File: config.mk
export PLATFORM = sky130hd
export DESIGN_NAME = player_cannon
export DESIGN_NICKNAME = d
export VERILOG_FILES = /design/src/rtl/player_cannon.sv
export SDC_FILE = /design/constraint.sdc
export NUM_CORES = 1
export LEC_CHECK = 0
export CELL_PAD_IN_SITES_DETAIL_PLACEMENT = 1
export CELL_PAD_IN_SITES_GLOBAL_PLACEMENT = 1
export CORE_MARGIN = 8
export CORE_UTILIZATION = 35
export DETAILED_ROUTE_END_ITERATION = 8
export HOLD_SLACK_MARGIN = 0.08
export PLACE_DENSITY_LB_ADDON = 0.1
export SETUP_SLACK_MARGIN = 0.15
export SLEW_MARGIN = 40
export SYNTH_ARGS = -nofsm -noshare
export SYNTH_HDL_FRONTEND = slang
export SYNTH_SLANG_ARGS = --single-unit
File: constraint.sdc
create_clock -name clk -period 4.5 [get_ports clk]
set_input_delay 0.45 -clock clk [delete_from_list [all_inputs] [get_ports clk]]
set_output_delay 0.45 -clock clk [all_outputs]
set_load 0.02 [all_outputs]
File: src/rtl/player_cannon.sv
// Player cannon: ship movement, NUM_SHOTS laser bank, lives and respawn/game-over FSM.
// Optional build macro PLAYER_CANNON_AUTOFIRE_EN adds periodic fire while btn_shoot is held.
module player_cannon #(
  parameter int COORD_W        = 11,
  parameter int SCREEN_W       = 640,
  parameter int SHIP_Y         = 425,
  parameter int SHIP_HALF_W    = 20,
  parameter int SHIP_HALF_H    = 5,
  parameter int SHOT_TOP       = 65,
  parameter int SHIP_STEP      = 1,
  parameter int SHOT_STEP      = 2,
  parameter int NUM_SHOTS      = 2,
  parameter int NUM_THREATS    = 6,
  parameter int LIVES_INIT     = 3,
  parameter int RESPAWN_FRAMES = 120
`ifdef PLAYER_CANNON_AUTOFIRE_EN
  , parameter int AUTOFIRE_FRAMES = 15
`endif
) (
  input  logic                           clk,
  input  logic                           rst,
  input  logic                           frame_tick,
  input  logic                           play_en,
  input  logic                           restart,
  input  logic                           btn_left,
  input  logic                           btn_right,
  input  logic                           btn_shoot,
  input  logic [NUM_THREATS*COORD_W-1:0] threat_x,
  input  logic [NUM_THREATS*COORD_W-1:0] threat_y,
  input  logic [NUM_THREATS-1:0]         threat_valid,
  input  logic [NUM_SHOTS-1:0]           shot_hit,
  input  logic [COORD_W-1:0]             pix_x,
  input  logic [COORD_W-1:0]             pix_y,
  output logic [COORD_W-1:0]             ship_x,
  output logic [NUM_SHOTS*COORD_W-1:0]   shot_x,
  output logic [NUM_SHOTS*COORD_W-1:0]   shot_y,
  output logic [NUM_SHOTS-1:0]           shot_active,
  output logic [2:0]                     lives,
  output logic                           game_over,
  output logic                           is_ship,
  output logic                           is_shot
);

  localparam int TW0     = $clog2(RESPAWN_FRAMES + 1);
  localparam int TIMER_W = (TW0 < 4) ? 4 : TW0;

  localparam logic [COORD_W-1:0] CENTER_X  = COORD_W'(SCREEN_W / 2);
  localparam logic [COORD_W-1:0] SPAWN_Y   = COORD_W'(SHIP_Y - SHIP_HALF_H - 3);
  localparam logic [COORD_W-1:0] RETIRE_Y  = COORD_W'(SHOT_TOP + SHOT_STEP);
  localparam logic [COORD_W-1:0] LEFT_LIM  = COORD_W'(SHIP_HALF_W);
  localparam logic [COORD_W-1:0] RIGHT_LIM = COORD_W'(SCREEN_W - SHIP_HALF_W);
  localparam logic [COORD_W-1:0] SHIP_YC   = COORD_W'(SHIP_Y);
  localparam logic [COORD_W-1:0] HALF_W    = COORD_W'(SHIP_HALF_W);
  localparam logic [COORD_W-1:0] HALF_H    = COORD_W'(SHIP_HALF_H);
  localparam logic [COORD_W-1:0] MOVE_STEP = COORD_W'(SHIP_STEP);
  localparam logic [COORD_W-1:0] FLY_STEP  = COORD_W'(SHOT_STEP);
  localparam logic [COORD_W:0]   HIT_TOP_W = (COORD_W+1)'(SHIP_Y - SHIP_HALF_H);
  localparam logic [COORD_W:0]   HALF_W_W  = (COORD_W+1)'(SHIP_HALF_W);

  typedef enum logic [1:0] {ALIVE, RESPAWN, DEAD} state_e;

  state_e               state_q, state_d;
  logic [COORD_W-1:0]   ship_x_q, ship_x_d;
  logic [COORD_W-1:0]   shot_x_q [NUM_SHOTS];
  logic [COORD_W-1:0]   shot_x_d [NUM_SHOTS];
  logic [COORD_W-1:0]   shot_y_q [NUM_SHOTS];
  logic [COORD_W-1:0]   shot_y_d [NUM_SHOTS];
  logic [NUM_SHOTS-1:0] shot_act_q, shot_act_d;
  logic [2:0]           lives_q, lives_d;
  logic [TIMER_W-1:0]   timer_q, timer_d;
  logic                 btn_prev_q, btn_prev_d;
  logic                 tick;
  logic                 fire_req;
  logic                 ship_hit;

  assign tick = frame_tick & play_en;

`ifdef PLAYER_CANNON_AUTOFIRE_EN
  localparam int AF_W = $clog2(AUTOFIRE_FRAMES + 1);
  logic [AF_W-1:0] af_q, af_d;

  assign fire_req = btn_shoot & (~btn_prev_q | (af_q == AF_W'(AUTOFIRE_FRAMES - 1)));

  always_comb begin
    af_d = af_q;
    if (restart)
      af_d = '0;
    else if (tick)
      af_d = (!btn_shoot || fire_req) ? '0 : af_q + 1'b1;
  end

  always_ff @(posedge clk or posedge rst) begin
    if (rst) af_q <= '0;
    else     af_q <= af_d;
  end
`else
  assign fire_req = btn_shoot & ~btn_prev_q;
`endif

  // Widened compares so ship_x - SHIP_HALF_W cannot wrap near the left edge.
  always_comb begin
    ship_hit = 1'b0;
    for (int j = 0; j < NUM_THREATS; j++) begin
      if (threat_valid[j] &&
          {1'b0, threat_y[j*COORD_W +: COORD_W]} >= HIT_TOP_W &&
          {1'b0, threat_x[j*COORD_W +: COORD_W]} + HALF_W_W >= {1'b0, ship_x_q} &&
          {1'b0, threat_x[j*COORD_W +: COORD_W]} <= {1'b0, ship_x_q} + HALF_W_W)
        ship_hit = 1'b1;
    end
  end

  always_comb begin
    logic found;
    found      = 1'b0;
    state_d    = state_q;
    ship_x_d   = ship_x_q;
    shot_act_d = shot_act_q;
    lives_d    = lives_q;
    timer_d    = timer_q;
    btn_prev_d = btn_prev_q;
    for (int i = 0; i < NUM_SHOTS; i++) begin
      shot_x_d[i] = shot_x_q[i];
      shot_y_d[i] = shot_y_q[i];
    end

    if (restart) begin
      state_d    = ALIVE;
      ship_x_d   = CENTER_X;
      shot_act_d = '0;
      lives_d    = 3'(LIVES_INIT);
      timer_d    = '0;
      btn_prev_d = 1'b0;
      for (int i = 0; i < NUM_SHOTS; i++) begin
        shot_x_d[i] = CENTER_X;
        shot_y_d[i] = SPAWN_Y;
      end
    end else if (tick) begin
      btn_prev_d = btn_shoot;

      for (int i = 0; i < NUM_SHOTS; i++) begin
        if (shot_act_q[i]) begin
          if (shot_hit[i] || shot_y_q[i] <= RETIRE_Y) begin
            shot_act_d[i] = 1'b0;
            shot_y_d[i]   = SPAWN_Y;
          end else begin
            shot_y_d[i] = shot_y_q[i] - FLY_STEP;
          end
        end
      end

      // Slot choice looks at last tick's flags so a just-retired slot stays empty one tick.
      if (fire_req && state_q != DEAD) begin
        for (int i = 0; i < NUM_SHOTS; i++) begin
          if (!found && !shot_act_q[i]) begin
            found         = 1'b1;
            shot_act_d[i] = 1'b1;
            shot_x_d[i]   = ship_x_q;
            shot_y_d[i]   = SPAWN_Y;
          end
        end
      end

      if (state_q != DEAD) begin
        if (btn_left && !btn_right && ship_x_q > LEFT_LIM)
          ship_x_d = ship_x_q - MOVE_STEP;
        else if (btn_right && !btn_left && ship_x_q < RIGHT_LIM)
          ship_x_d = ship_x_q + MOVE_STEP;
      end

      case (state_q)
        ALIVE: begin
          if (ship_hit) begin
            if (lives_q > 3'd1) begin
              lives_d  = lives_q - 3'd1;
              ship_x_d = CENTER_X;
              timer_d  = TIMER_W'(RESPAWN_FRAMES);
              state_d  = RESPAWN;
            end else begin
              lives_d = 3'd0;
              state_d = DEAD;
            end
          end
        end
        RESPAWN: begin
          if (timer_q <= TIMER_W'(1)) begin
            timer_d = '0;
            state_d = ALIVE;
          end else begin
            timer_d = timer_q - 1'b1;
          end
        end
        default: ;
      endcase
    end
  end

  always_ff @(posedge clk or posedge rst) begin
    if (rst) begin
      state_q    <= ALIVE;
      ship_x_q   <= CENTER_X;
      shot_act_q <= '0;
      lives_q    <= 3'(LIVES_INIT);
      timer_q    <= '0;
      btn_prev_q <= 1'b0;
      for (int i = 0; i < NUM_SHOTS; i++) begin
        shot_x_q[i] <= CENTER_X;
        shot_y_q[i] <= SPAWN_Y;
      end
    end else begin
      state_q    <= state_d;
      ship_x_q   <= ship_x_d;
      shot_act_q <= shot_act_d;
      lives_q    <= lives_d;
      timer_q    <= timer_d;
      btn_prev_q <= btn_prev_d;
      for (int i = 0; i < NUM_SHOTS; i++) begin
        shot_x_q[i] <= shot_x_d[i];
        shot_y_q[i] <= shot_y_d[i];
      end
    end
  end

  logic [COORD_W-1:0] ship_dx, ship_dy;
  logic               ship_box;
  logic [NUM_SHOTS-1:0] shot_pix;

  assign ship_dx  = (pix_x >= ship_x_q) ? pix_x - ship_x_q : ship_x_q - pix_x;
  assign ship_dy  = (pix_y >= SHIP_YC) ? pix_y - SHIP_YC : SHIP_YC - pix_y;
  assign ship_box = (ship_dx <= HALF_W) && (ship_dy <= HALF_H);

  // Bit 3 of the respawn timer gives an 8-frame on/off blink.
  assign is_ship = (state_q == ALIVE)   ? ship_box :
                   (state_q == RESPAWN) ? (ship_box & timer_q[3]) : 1'b0;

  for (genvar g = 0; g < NUM_SHOTS; g++) begin : g_shot
    logic [COORD_W-1:0] dx, dy;
    assign dx = (pix_x >= shot_x_q[g]) ? pix_x - shot_x_q[g] : shot_x_q[g] - pix_x;
    assign dy = (pix_y >= shot_y_q[g]) ? pix_y - shot_y_q[g] : shot_y_q[g] - pix_y;
    assign shot_pix[g] = shot_act_q[g] && (dx <= COORD_W'(1)) && (dy <= COORD_W'(5));
    assign shot_x[g*COORD_W +: COORD_W] = shot_x_q[g];
    assign shot_y[g*COORD_W +: COORD_W] = shot_y_q[g];
  end

  assign is_shot     = |shot_pix;
  assign ship_x      = ship_x_q;
  assign shot_active = shot_act_q;
  assign lives       = lives_q;
  assign game_over   = (state_q == DEAD);

endmodule
==> flow_metrics.py, run 1 <==
metrics = {
    "setup_path": {
        "cp-start-kind": "flip-flop",
        "arrival_ns": 4.14,
        "required_ns": 4.05,
        "endpoint_kind": "primary output",
        "path_buf_inv": 3,
        "setup.worst_path.class": "flip-flop to primary output",
        "slowest_stage": "dfstp_2",
        "critPathMaxStageDelay_ns": 0.58,
        "critical_path.max_fanout": 6,
        "crit_path_cell_trace": "buf_12 -> ha_4 -> and3_4 -> a221o_1 -> a21o_1 -> a31o_1 -> buf_6 -> mux2i_2 -> xor2_1 -> nor3_2 -> nand4_1 -> or4_4 -> o41ai_4 -> buf_4",
        "cp_top_family": "simple AND/OR/NAND/NOR gates",
    },
    "sta": {
        "fin_crit_sh_pct": 102,
        "tns_ns": -0.0934,
        "finClkSkew_ns": 0.00780,
        "final_max_slew_viol_count": 0,
        "whs_ns": 0.514,
        "finalSetupViolations": 1,
        "max_freq_mhz": 218,
        "worst_pin_slew_ns": 0.867,
        "relSlewSlack_pct": 42.0,
        "setup_ws_ns": -0.0934,
        "finalCriticalPeriod_ns": 4.59,
        "rsz0062_at_grt": "yes",
        "finalHoldViolCount": 0,
    },
    "floorplan": {
        "die_width_um": 206,
        "num_rows": 69,
        "start_util_pct": 35.6,
        "die_h_um": 206,
        "io_pins": 233,
        "core-area_um2": 35700,
        "dieArea_um2": 42600,
    },
    "finish": {
        "fin_nets": 2456,
        "final_cells": 2497,
        "antenna_cells": 0,
        "area_growth_pct": 37.4,
        "drive_gt1_share_pct": 15.3,
    },
    "yosys": {
        "yosys_register_bits": 70,
        "synthesis.area_um2": 12700,
        "synth_nets": 2066,
        "synth_ff_type": "dfrtp_1",
        "synth_cell_types": 76,
        "yosys_warnings": 0,
        "synth_top_cell_by_area": "ha_1",
        "async_flop_share_pct": 100,
        "yosysSeqAreaShare_pct": 14.0,
        "synth_common_cells": "ha_1 (247), a21oi_1 (141), nand2_1 (137)",
        "synth_cells": 1641,
        "yosysMostFrequentCell": "ha_1",
        "avgSynthCellArea_um2": 7.73,
        "synth_top_cell_area_share_pct": 24.4,
        "synth_area_leaders": "ha_1 (24%), dfrtp_1 (11%), a21oi_1 (5.6%)",
        "synth_edf_count": 0,
    },
    "grt": {
        "grt-ovfl-total": 0,
        "grt_pass1_wl_um": 83700,
        "grt_pass1_vias": 15162,
        "grt_max_degree": 42,
        "antenna_found_initial": 2,
        "grt_usage_pct": 24.7,
    },
    "placement": {
        "routabilityCongestion": 0.922,
        "place_hpwl_um": 44800,
        "placed_cells": 2469,
        "dp_slack_ns": -0.383,
        "portBuffers": 220,
    },
    "routing": {
        "drc": 0,
        "routedWlPerCell_um": 21.4,
        "vias": 14097,
        "drtAntennaViolNets": 0,
        "routed_wl_um": 53400,
        "initialDrtViolationCount": 607,
        "drtPass1Iterations": 5,
        "routed_via_density": 5.65,
    },
    "cts": {
        "cts.clk_slew.worst_paths_ns": 0.06,
        "clk_path_buf_depth": 2,
        "clkSinkCount": 70,
        "cts-root-buf": "clkbuf_16",
        "cts_inserted_buffers": 9,
        "cts_max_level": 3,
        "worstSkewPairLatency_ns": 0.34,
        "cts_tree": "done",
    },
    "min_path": {
        "hold_class": "flip-flop to flip-flop",
    },
    "power_and_ir_drop": {
        "leakage_uw": 0.00803,
        "ir_drop_mv": 0.173,
        "pwr_density_cell_nw_per_um2": 198,
    },
    "outcome": {
        "violations": "setup timing",
        "status": "finished, violations left",
    },
    "job": {
        "cap_violations": 0,
    },
}
report_power, final:
group / total [uW] / internal (uW) / switching, uW
Clock: 642 / 371 / 271
Sequential: 716 / 662 / 53.4
Combinational: 2090 / 961 / 1130
Total: 3450 / 1990 / 1460
state kept, by name, summed over array words and instances, names as in the netlist:
signal	cells
shot_y	22
state_q	2
ship_x	11
timer_q	7
shot_x	22
lives	3
shot_active	2
btn_prev_q	1
path summary, 6_finish.rpt:
check / from / to / slack (ns) / depth (start not counted)
min in group asynchronous: rst / timer_q[4] / 0.52 / 2
min: shot_y[0] / shot_y[0] / 0.51 / 2
max: shot_y[7] / is_shot / -0.09 / 14
max in group asynchronous: rst / shot_x[6] / 3.06 / 3
min reg2reg: shot_y[0] / shot_y[0] / 0.51 / 2
max reg2reg: ship_x[3] / ship_x[9] / 0.34 / 19
tightest hold or removal path, delay by kind of cell, from the launching register on:
kind,cells,cell delay (ns)
DFF,1,0.38
and+or+nand+nor,1,0.05
buffers and inverters,1,0.08
layout by cell type, fill, tap and decap left out, types with 46 or more instances in the layout:
cell	count
xnor2_1	63
nand3_1	46
nand2_1	137
dfrtp_1	53
clkdlybuf4s50_1	209
ha_1	237
inv_1	112
a21oi_1	128
buf_4	201
nor2_1	115
a21o_1	75
o21ai_0	89
per-layer routing:
metal	vias to the layer above	GRT usage [%]	wire (um)
li1	6780	-	-
met5	-	0	22
met2	328	43.7	26000
met3	96	2.43	1930
met4	4	9.15	1940
met1	6889	30.7	23500
area by class of cell:
class	instances	area, um^2
fillers	4396	18200
inverters	121	455
repair buffers	425	3760
clock buffers	13	240
multi-input cells	1404	10600
flip-flops and latches	70	1770
well taps	461	577
clock inverters	3	15.0
per-stage QoR:
step,cell area (um^2),util (%),total power [uW]
2_1_floorplan,12700,-,1860
3_3_place_gp,16700,46.9,2680
3_5_place_dp,16700,47.0,2750
4_1_cts,17200,48.3,3430
5_1_grt,17400,48.9,3700
6_report,17400,48.9,3450
cells by family after synthesis:
family | count (synthesis) | share of synthesized area, %
compound gates | 506 | 25.9
simple gates | 502 | 19.3
fa+ha+maj | 255 | 25.6
buf+inv | 167 | 4.99
xor+xnor | 101 | 6.98
flops | 70 | 14.0
mux | 40 | 3.22
timing repair:
item | CTS | global route
hold endpoints to repair | 0 | 0
buffers inserted | 5 | 6
pin swaps | 18 | 14
gates resized for setup | 45 | 33
hold buffers | 0 | 0
gates cloned | 1 | 0
endpoints found under the setup margin | 5 | 11
Note: power is estimated with default switching activity, not from simulation.
==> run 2: changes to the inputs <==
--- a/config.mk
+++ b/config.mk
@@ -5,10 +5,12 @@
 export SDC_FILE = /design/constraint.sdc
 export NUM_CORES = 1
 export LEC_CHECK = 0
+export CAP_MARGIN = 20
 export CELL_PAD_IN_SITES_DETAIL_PLACEMENT = 1
 export CELL_PAD_IN_SITES_GLOBAL_PLACEMENT = 1
 export CORE_MARGIN = 8
 export CORE_UTILIZATION = 35
+export CTS_CLUSTER_SIZE = 10
 export DETAILED_ROUTE_END_ITERATION = 8
 export HOLD_SLACK_MARGIN = 0.08
 export PLACE_DENSITY_LB_ADDON = 0.1
==> results of run 2 <==
The final DEF is identical to that of run 1; final timing and power are the same.
